`src/rtl/smg_defs.sv`:
```
// Constants shared by bin2bcd_seq and smg_interface: digit geometry and converter FSM encodings.
package smg_defs;

    localparam int unsigned SMG_DIGITS = 4;
    localparam int unsigned BCD_W      = 4;
    localparam int unsigned NUM_W      = SMG_DIGITS * BCD_W;

    localparam logic [1:0] ST_IDLE   = 2'd0;
    localparam logic [1:0] ST_SHIFT  = 2'd1;
    localparam logic [1:0] ST_FINISH = 2'd2;

endpackage

```
`src/rtl/bcd_adj3.sv`:
```
// Double-dabble digit correction: add 3 to a BCD nibble that is 5 or more.
module bcd_adj3
    import smg_defs::*;
(
    input  logic [BCD_W-1:0] in_i,
    output logic [BCD_W-1:0] out_o
);

    always_comb begin
        out_o = (in_i >= BCD_W'(5)) ? in_i + BCD_W'(3) : in_i;
    end

endmodule

```
`src/rtl/bin2bcd_seq.sv`:
```
// Sequential shift-add-3 binary to 4-digit packed BCD converter, one input bit per cycle.
// Define BIN2BCD_SAT_EN to saturate the display at 9999 when the value overflows.
module bin2bcd_seq
    import smg_defs::*;
#(
    parameter int unsigned BIN_W = 14
) (
    input  logic             CLK,
    input  logic             RSTn,
    input  logic [BIN_W-1:0] Bin_Data,
    input  logic             Start,
    output logic             Busy,
    output logic             Done,
    output logic [NUM_W-1:0] Number_Sig,
    output logic             Ovf
);

    localparam int unsigned ACC_DIGITS = SMG_DIGITS + 1;
    localparam int unsigned ACC_W      = ACC_DIGITS * BCD_W;
    localparam int unsigned CNT_W      = $clog2(BIN_W + 1);

    logic [1:0]         state_q, state_d;
    logic [BIN_W-1:0]   bin_q, bin_d;
    logic [ACC_W-1:0]   bcd_q, bcd_d;
    logic [CNT_W-1:0]   cnt_q, cnt_d;
    logic               done_q, done_d;
    logic               ovf_q, ovf_d;
    logic [NUM_W-1:0]   num_q, num_d;
    logic [ACC_W-1:0]   bcd_adj;
    logic [ACC_W+BIN_W-1:0] shifted;
    logic               acc_ovf;

    for (genvar g = 0; g < ACC_DIGITS; g++) begin : g_adj
        bcd_adj3 u_adj (
            .in_i  (bcd_q[g*BCD_W +: BCD_W]),
            .out_o (bcd_adj[g*BCD_W +: BCD_W])
        );
    end

    assign shifted = {bcd_adj, bin_q} << 1;
    assign acc_ovf = |bcd_q[ACC_W-1:NUM_W];

    always_comb begin
        state_d = state_q;
        bin_d   = bin_q;
        bcd_d   = bcd_q;
        cnt_d   = cnt_q;
        done_d  = 1'b0;
        ovf_d   = ovf_q;
        num_d   = num_q;
        case (state_q)
            ST_IDLE: begin
                if (Start) begin
                    bin_d   = Bin_Data;
                    bcd_d   = '0;
                    cnt_d   = CNT_W'(BIN_W);
                    state_d = ST_SHIFT;
                end
            end
            ST_SHIFT: begin
                bcd_d = shifted[ACC_W+BIN_W-1:BIN_W];
                bin_d = shifted[BIN_W-1:0];
                cnt_d = cnt_q - CNT_W'(1);
                if (cnt_q == CNT_W'(1)) begin
                    state_d = ST_FINISH;
                end
            end
            ST_FINISH: begin
                // The whole display word is swapped in one edge so the scanner never sees a mix.
`ifdef BIN2BCD_SAT_EN
                num_d = acc_ovf ? {SMG_DIGITS{4'h9}} : bcd_q[NUM_W-1:0];
`else
                num_d = bcd_q[NUM_W-1:0];
`endif
                ovf_d   = acc_ovf;
                done_d  = 1'b1;
                state_d = ST_IDLE;
            end
            default: state_d = ST_IDLE;
        endcase
    end

    always_ff @(posedge CLK or negedge RSTn) begin
        if (!RSTn) begin
            state_q <= ST_IDLE;
            bin_q   <= '0;
            bcd_q   <= '0;
            cnt_q   <= '0;
            done_q  <= 1'b0;
            ovf_q   <= 1'b0;
            num_q   <= '0;
        end else begin
            state_q <= state_d;
            bin_q   <= bin_d;
            bcd_q   <= bcd_d;
            cnt_q   <= cnt_d;
            done_q  <= done_d;
            ovf_q   <= ovf_d;
            num_q   <= num_d;
        end
    end

    assign Busy       = (state_q != ST_IDLE);
    assign Done       = done_q;
    assign Number_Sig = num_q;
    assign Ovf        = ovf_q;

endmodule
```
`config.mk`:
```
export PLATFORM = sky130hd
export DESIGN_NAME = bin2bcd_seq
export DESIGN_NICKNAME = d
export VERILOG_FILES = /design/src/rtl/smg_defs.sv /design/src/rtl/bcd_adj3.sv /design/src/rtl/bin2bcd_seq.sv
export SDC_FILE = /design/constraint.sdc
export NUM_CORES = 1
export LEC_CHECK = 0
export BUFFER_PORTS_ARGS = -buffer_cell sky130_fd_sc_hd__buf_2
export CORE_MARGIN = 3
export CORE_UTILIZATION = 35
export CTS_CLUSTER_SIZE = 25
export DETAILED_ROUTE_END_ITERATION = 10
export GPL_TIMING_DRIVEN = 0
export MAX_ROUTING_LAYER = met4
export PLACE_DENSITY_LB_ADDON = 0.3
export SETUP_SLACK_MARGIN = 0.05
export SLEW_MARGIN = 20
export SYNTH_ARGS = -nofsm -noshare
export SYNTH_HDL_FRONTEND = slang
export SYNTH_SLANG_ARGS = --single-unit
export TNS_END_PERCENT = 50
```
`constraint.sdc`:
```
create_clock -name CLK -period 1.7 [get_ports CLK]
set_clock_uncertainty 0.15 [all_clocks]
set_input_delay 0 -clock CLK [delete_from_list [all_inputs] [get_ports CLK]]
set_output_delay 0 -clock CLK [all_outputs]
set_load 0.02 [all_outputs]
```
* Word level (Yosys, flattened, before mapping)
Cells that the tools add are included.
Operators by class: add/sub/neg operators 6, $lt $le $gt $ge 5, eq/ne operators 5, mux-type cells 15, reductions and logical operators 6
Operators with widths (number):
- $pmux W20 S2 | 1
- $pmux W14 S2 | 1
- $ge A4 B3 Y1 const B | 5
- $mux W20 | 1
- $mux W4 | 5
- $add A4 B2 Y4 const B | 4
- $mux W14 | 1
- $pmux W4 S2 | 1
- $eq A4 B1 Y1 const B | 1
- $mux W2 | 2
- $ne A2 B2 Y1 const B | 2
- $pmux W2 S2 | 1
- $reduce_and A2 Y1 | 2
- $reduce_bool A2 Y1 | 2
- $reduce_or A4 Y1 | 1
- $sub A4 B1 Y4 const B | 1
- $add A3 B2 Y3 const B | 1
- $mux W3 | 1
- $eq A2 B1 Y1 const B | 1
- $eq A2 B2 Y1 const B | 1
- $logic_not A2 Y1 | 1
- $mux W1 | 1
Storage, ports and cells: register bits after elaboration 58, logic and storage cells 44

* Logic depth before layout (Yosys ltp)
depth after elaboration 3, depth in mapped cells 5, gate-level depth less buffers 5

* Cells and area by module
From an unflattened synthesis, not the netlist that was laid out.
Unflattened totals: cell total of the unflattened synthesis 273, area, all modules 2872.8 µm²
Modules (own cells, without submodules):
- bin2bcd_seq | instances 1, cells an instance 193, area each 2366.0 µm², sequential area each 1451.4 µm²
- bcd_adj3 | instances 5, cells an instance 16, area each 101.3 µm², sequential area each 0.0 µm²

* Worst setup path after synthesis
No wires, ideal clock.
path kind reg-to-reg, from reg bcd_q[0], to reg bcd_q[2], arrival time 1.192 ns, data required time 1.446 ns, path slack 0.254 ns, cell stages (with the launch flop) 6, buffers on the path 0, cells stage by stage dfrtp_1 -> inv_1 -> ha_1 -> nor2b_1 -> o21a_1 -> o311ai_1
Between the ends: cells in the longest elaborated chain, start to end 3
Ends and longest elaborated chain:
- from (decl) | RTL line bin2bcd_seq.sv:24 | logic [ACC_W-1:0] bcd_q, bcd_d;
- from (signal assigned) | RTL line bin2bcd_seq.sv:87 | bcd_q <= '0;
- from (signal assigned) | RTL line bin2bcd_seq.sv:95 | bcd_q <= bcd_d;
- $add A4 B2 Y4 / $ge A4 B3 Y1 (equally long branches) | RTL line bcd_adj3.sv:10 | out_o = (in_i >= BCD_W'(5)) ? in_i + BCD_W'(3) : in_i;
- $mux W4 * | RTL line bcd_adj3.sv:10
- $pmux W20 S2 * | RTL line bin2bcd_seq.sv:51 | case (state_q)
Mark *: on every way between the ends. The rest lies on a longest branch, timed or not. A chain may end at the register's enable or synchronous reset.

* Worst setup path in the final report
from reg state_q[0], to out Busy
Between the ends: cells in the longest elaborated chain, start to end 1
Ends and longest elaborated chain:
- from (decl) | RTL line bin2bcd_seq.sv:22 | logic [1:0] state_q, state_d;
- from (signal assigned) | RTL line bin2bcd_seq.sv:93 | state_q <= state_d;
- $reduce_bool A2 Y1 | RTL line bin2bcd_seq.sv:103 | assign Busy = (state_q != ST_IDLE);
- to (decl) | RTL line bin2bcd_seq.sv:12 | output logic Busy,
Every way passes these cells.

==> metrics.yaml <==
sta:
  setup_tns_ns: 0
  clock.fmax_ghz: 0.6295
  fin_crit_ns: 1.589
  rsz0062_at_grt: "true"
  layout_setup_ws_ns: 0.1114
  worst_slew_pin_slew_ns: 0.7405
  relSlewSlack: 0.5063
  drv_slew: 0
  setup_viol: 0
  final.period_utilization: 0.9345
  final_hold_viol_count: 0
placed_design:
  gp_congestion: 0.8339
  io_buffers: 35
  dp_slack_ns: 0.09713
  placed_area_sq_mm: 0.003247
  hpwl_um: 4550
final_layout:
  n_antenna_cell: 0
  drive_above_1_share: 0.2542
  final_nets: 380
  area_growth_pct: 24.03
  postLayoutCoreUtil: 0.4602
  stdcell_area_sq_mm: 0.003649
logic_synthesis:
  synthTopCellsByArea: "dfrtp_1 49%, ha_1 5.5%, o21ai_1 5.3%, nor2b_1 4.0%, nand2_1 3.8%"
  ys_ff_latch: 58
  syn_area_sq_mm: 0.002942
  netlist_top_cells_count: "58 x dfrtp_1, 31 x o21ai_1, 30 x nand2_1"
  async_flop_share: 1.000
  synth_most_common_cell: "dfrtp_1"
  yosysUniqueCellTypes: 35
  yosys.area.top_type_share: 0.4934
  synth_flop_cell: "dfrtp_1"
  yosysWarnings: 0
  synth_nets: 318
  synth-edff-count: 0
  ys_seq_area_frac: 0.4934
  avgSynthCellArea_sq_um: 10.21
  syn_inst: 288
  yosysTopAreaCell: "dfrtp_1"
clock_network:
  clock-root-buffer: "clkbuf_8"
  clk_pin_slew_ns: 0.06
  cts_tree: "yes"
  max-clock-path-buffers: 2
  cts_max_level: 3
  cts_made_buffers: 9
  worstSkewPairLatency_ns: 0.34
  cts_sinks: 58
global_route:
  grt_antenna_before_repair: 0
  grt.busiest_layer: "met2"
  use_met1: 0.1935
  grt_pass1_wl_um: 11730
  grt_overflow: 0
  grt_pass1_vias: 2392
  grtUsageTotal: 0.1573
  use_met3: 0.04379
  use_met2: 0.2488
  grt_max_degree: 59
worst_setup_path:
  r2r-end: "bcd_q[2]$_DFFE_PN0P_"
  cp-start-kind: "register"
  reg2reg_from: "bcd_q[0]$_DFFE_PN0P_"
  critPathCaptureType: "primary output"
  slowest_delay_ns: 0.43
  r2r_cells: 5
  crit_path_max_fanout: 10
  worstPathCellList: "clkbuf_4 -> or2_2 -> buf_2"
  cp_slowest_cell: "dfrtp_1"
  cp.required_ns: 1.55
  arrival_ns: 1.44
  ff2ff_setup_slack_ns: 0.11
  crit_type: "reg -> out"
power:
  ir_worst_vdd_uv: 496.1
  p_per_area_mw_per_mm2: 1831
  leakage_nw: 1.666
  seqPwrFrac: 0.346
  p_sw_mw: 2.764
  p_clk_frac: 0.167
  p_int_mw: 3.916
  combPwrFrac: 0.488
  fin_total_pwr_mw: 6.680
  switching_share: 0.4138
routing:
  firstDrtPassIters: 4
  wl_um: 6830
  drc: 0
  wire_per_inst_um: 14.98
  vias: 2390
  antenna_left: 0
  via_per_inst: 5.241
  initialDrtViolationCount: 174
floorplanning:
  fp.coreArea_sq_mm: 0.007928
  die_y_um: 97.68
  rows: 32
  dieArea_sq_mm: 0.009540
  die_w_um: 97.68
  start_util: 0.3711
  ios: 36
worst_hold_path:
  hold_class: "in -> async"
status:
  status: "completed"
job:
  maxCapViolations: 0
[cells by family after synthesis]
| logic type | count (synthesis) | synth area share |
|---|---|---|
| simple gates | 62 | 0.1097 |
| mux | 1 | 0.003403 |
| buf+inv | 40 | 0.06890 |
| fa+ha+maj | 13 | 0.05530 |
| xor+xnor | 4 | 0.01191 |
| flops | 58 | 0.4934 |
| compound gates | 110 | 0.2573 |
[state kept, by name (all words and copies together), names as in the netlist]
register and cells:
state_q 2, bcd_q 20, Ovf 1, cnt_q 4, Number_Sig 16, Done 1, bin_q 14
[area by class of cell]
class / count / area, sq um
fillers: 773 / 4279
flip-flops and latches: 58 / 1451
multi-input cells: 190 / 1350
repair buffers: 52 / 345.3
clock buffers: 12 / 155.1
well taps: 102 / 127.6
plain buffers: 16 / 117.6
inverters: 23 / 86.33
clock inverters: 3 / 15.01
[power by group through the flow]
stage	sequential [mW]	combinational, mW	clock, mW
floorplan	2.43	2.11	0
global placement	2.31	2.97	0
detailed placement	2.33	3.05	0
CTS	2.31	3.08	1.15
global route	2.39	3.64	1.23
finish	2.31	3.26	1.11
[routing by layer]
| metal | routed length, um | vias to the layer above |
|---|---|---|
| li1 | - | 1166 |
| met1 | 3111 | 1160 |
| met2 | 3325 | 54 |
| met3 | 289 | 10 |
| met4 | 104 | 0 |
| met5 | 0 | - |
[worst max path at each step]
stage / start / to / slack, ns
2_1_floorplan: bcd_q[0]$_DFFE_PN0P_ / bcd_q[2]$_DFFE_PN0P_ / 0.25
4_1_cts: bcd_q[12]$_DFFE_PN0P_ / bcd_q[16]$_DFFE_PN0P_ / 0.06
3_3_place_gp: bcd_q[12]$_DFFE_PN0P_ / bcd_q[14]$_DFFE_PN0P_ / 0.11
3_5_place_dp: bcd_q[12]$_DFFE_PN0P_ / bcd_q[14]$_DFFE_PN0P_ / 0.1
6_report: state_q[0]$_DFFE_PN0P_ / Busy / 0.11
5_1_grt: state_q[0]$_DFFE_PN0P_ / Busy / 0.04
[critical path, delay by kind of cell, from the launching register on]
family	cells	cell delay [ns]
DFF	1	0.43
and+or+nand+nor	1	0.30
buffers and inverters	2	0.37
[metrics by stage]
stage	instances	hold slack, ns
floorplan	288	-0.4456
global placement	425	0.1175
detailed placement	425	-0.02975
CTS	455	0.1493
global route	456	0.1870
finish	456	0.1153
[timing repair]
action | CTS | global route
endpoints found under the hold margin | 72 | 0
endpoints found under the setup margin | 1 | 15
gates resized for setup | 1 | 19
hold buffers | 16 | 0
setup buffers | 0 | 1
[cells in the final DEF, fill, tap and decap left out, types with 5 or more instances in the layout]
cell           Yosys  final
dfrtp_1           58     58
dlygate4sd3_1      0     16
nor2b_2            1      6
ha_1              13     11
o21ai_0            7      7
buf_2              9     40
a22oi_1           14     14
o21ai_1           31     31
nor2b_1           19     14
o31ai_1            5      5
buf_4              3      6
nand2_1           30     30
a21oi_1           16     16
o21a_1             5      5
o2111ai_1         10     10
a32o_1             5      5
clkbuf_8           0     11
inv_1             23     20
Note: power is estimated with default switching activity, not from simulation.
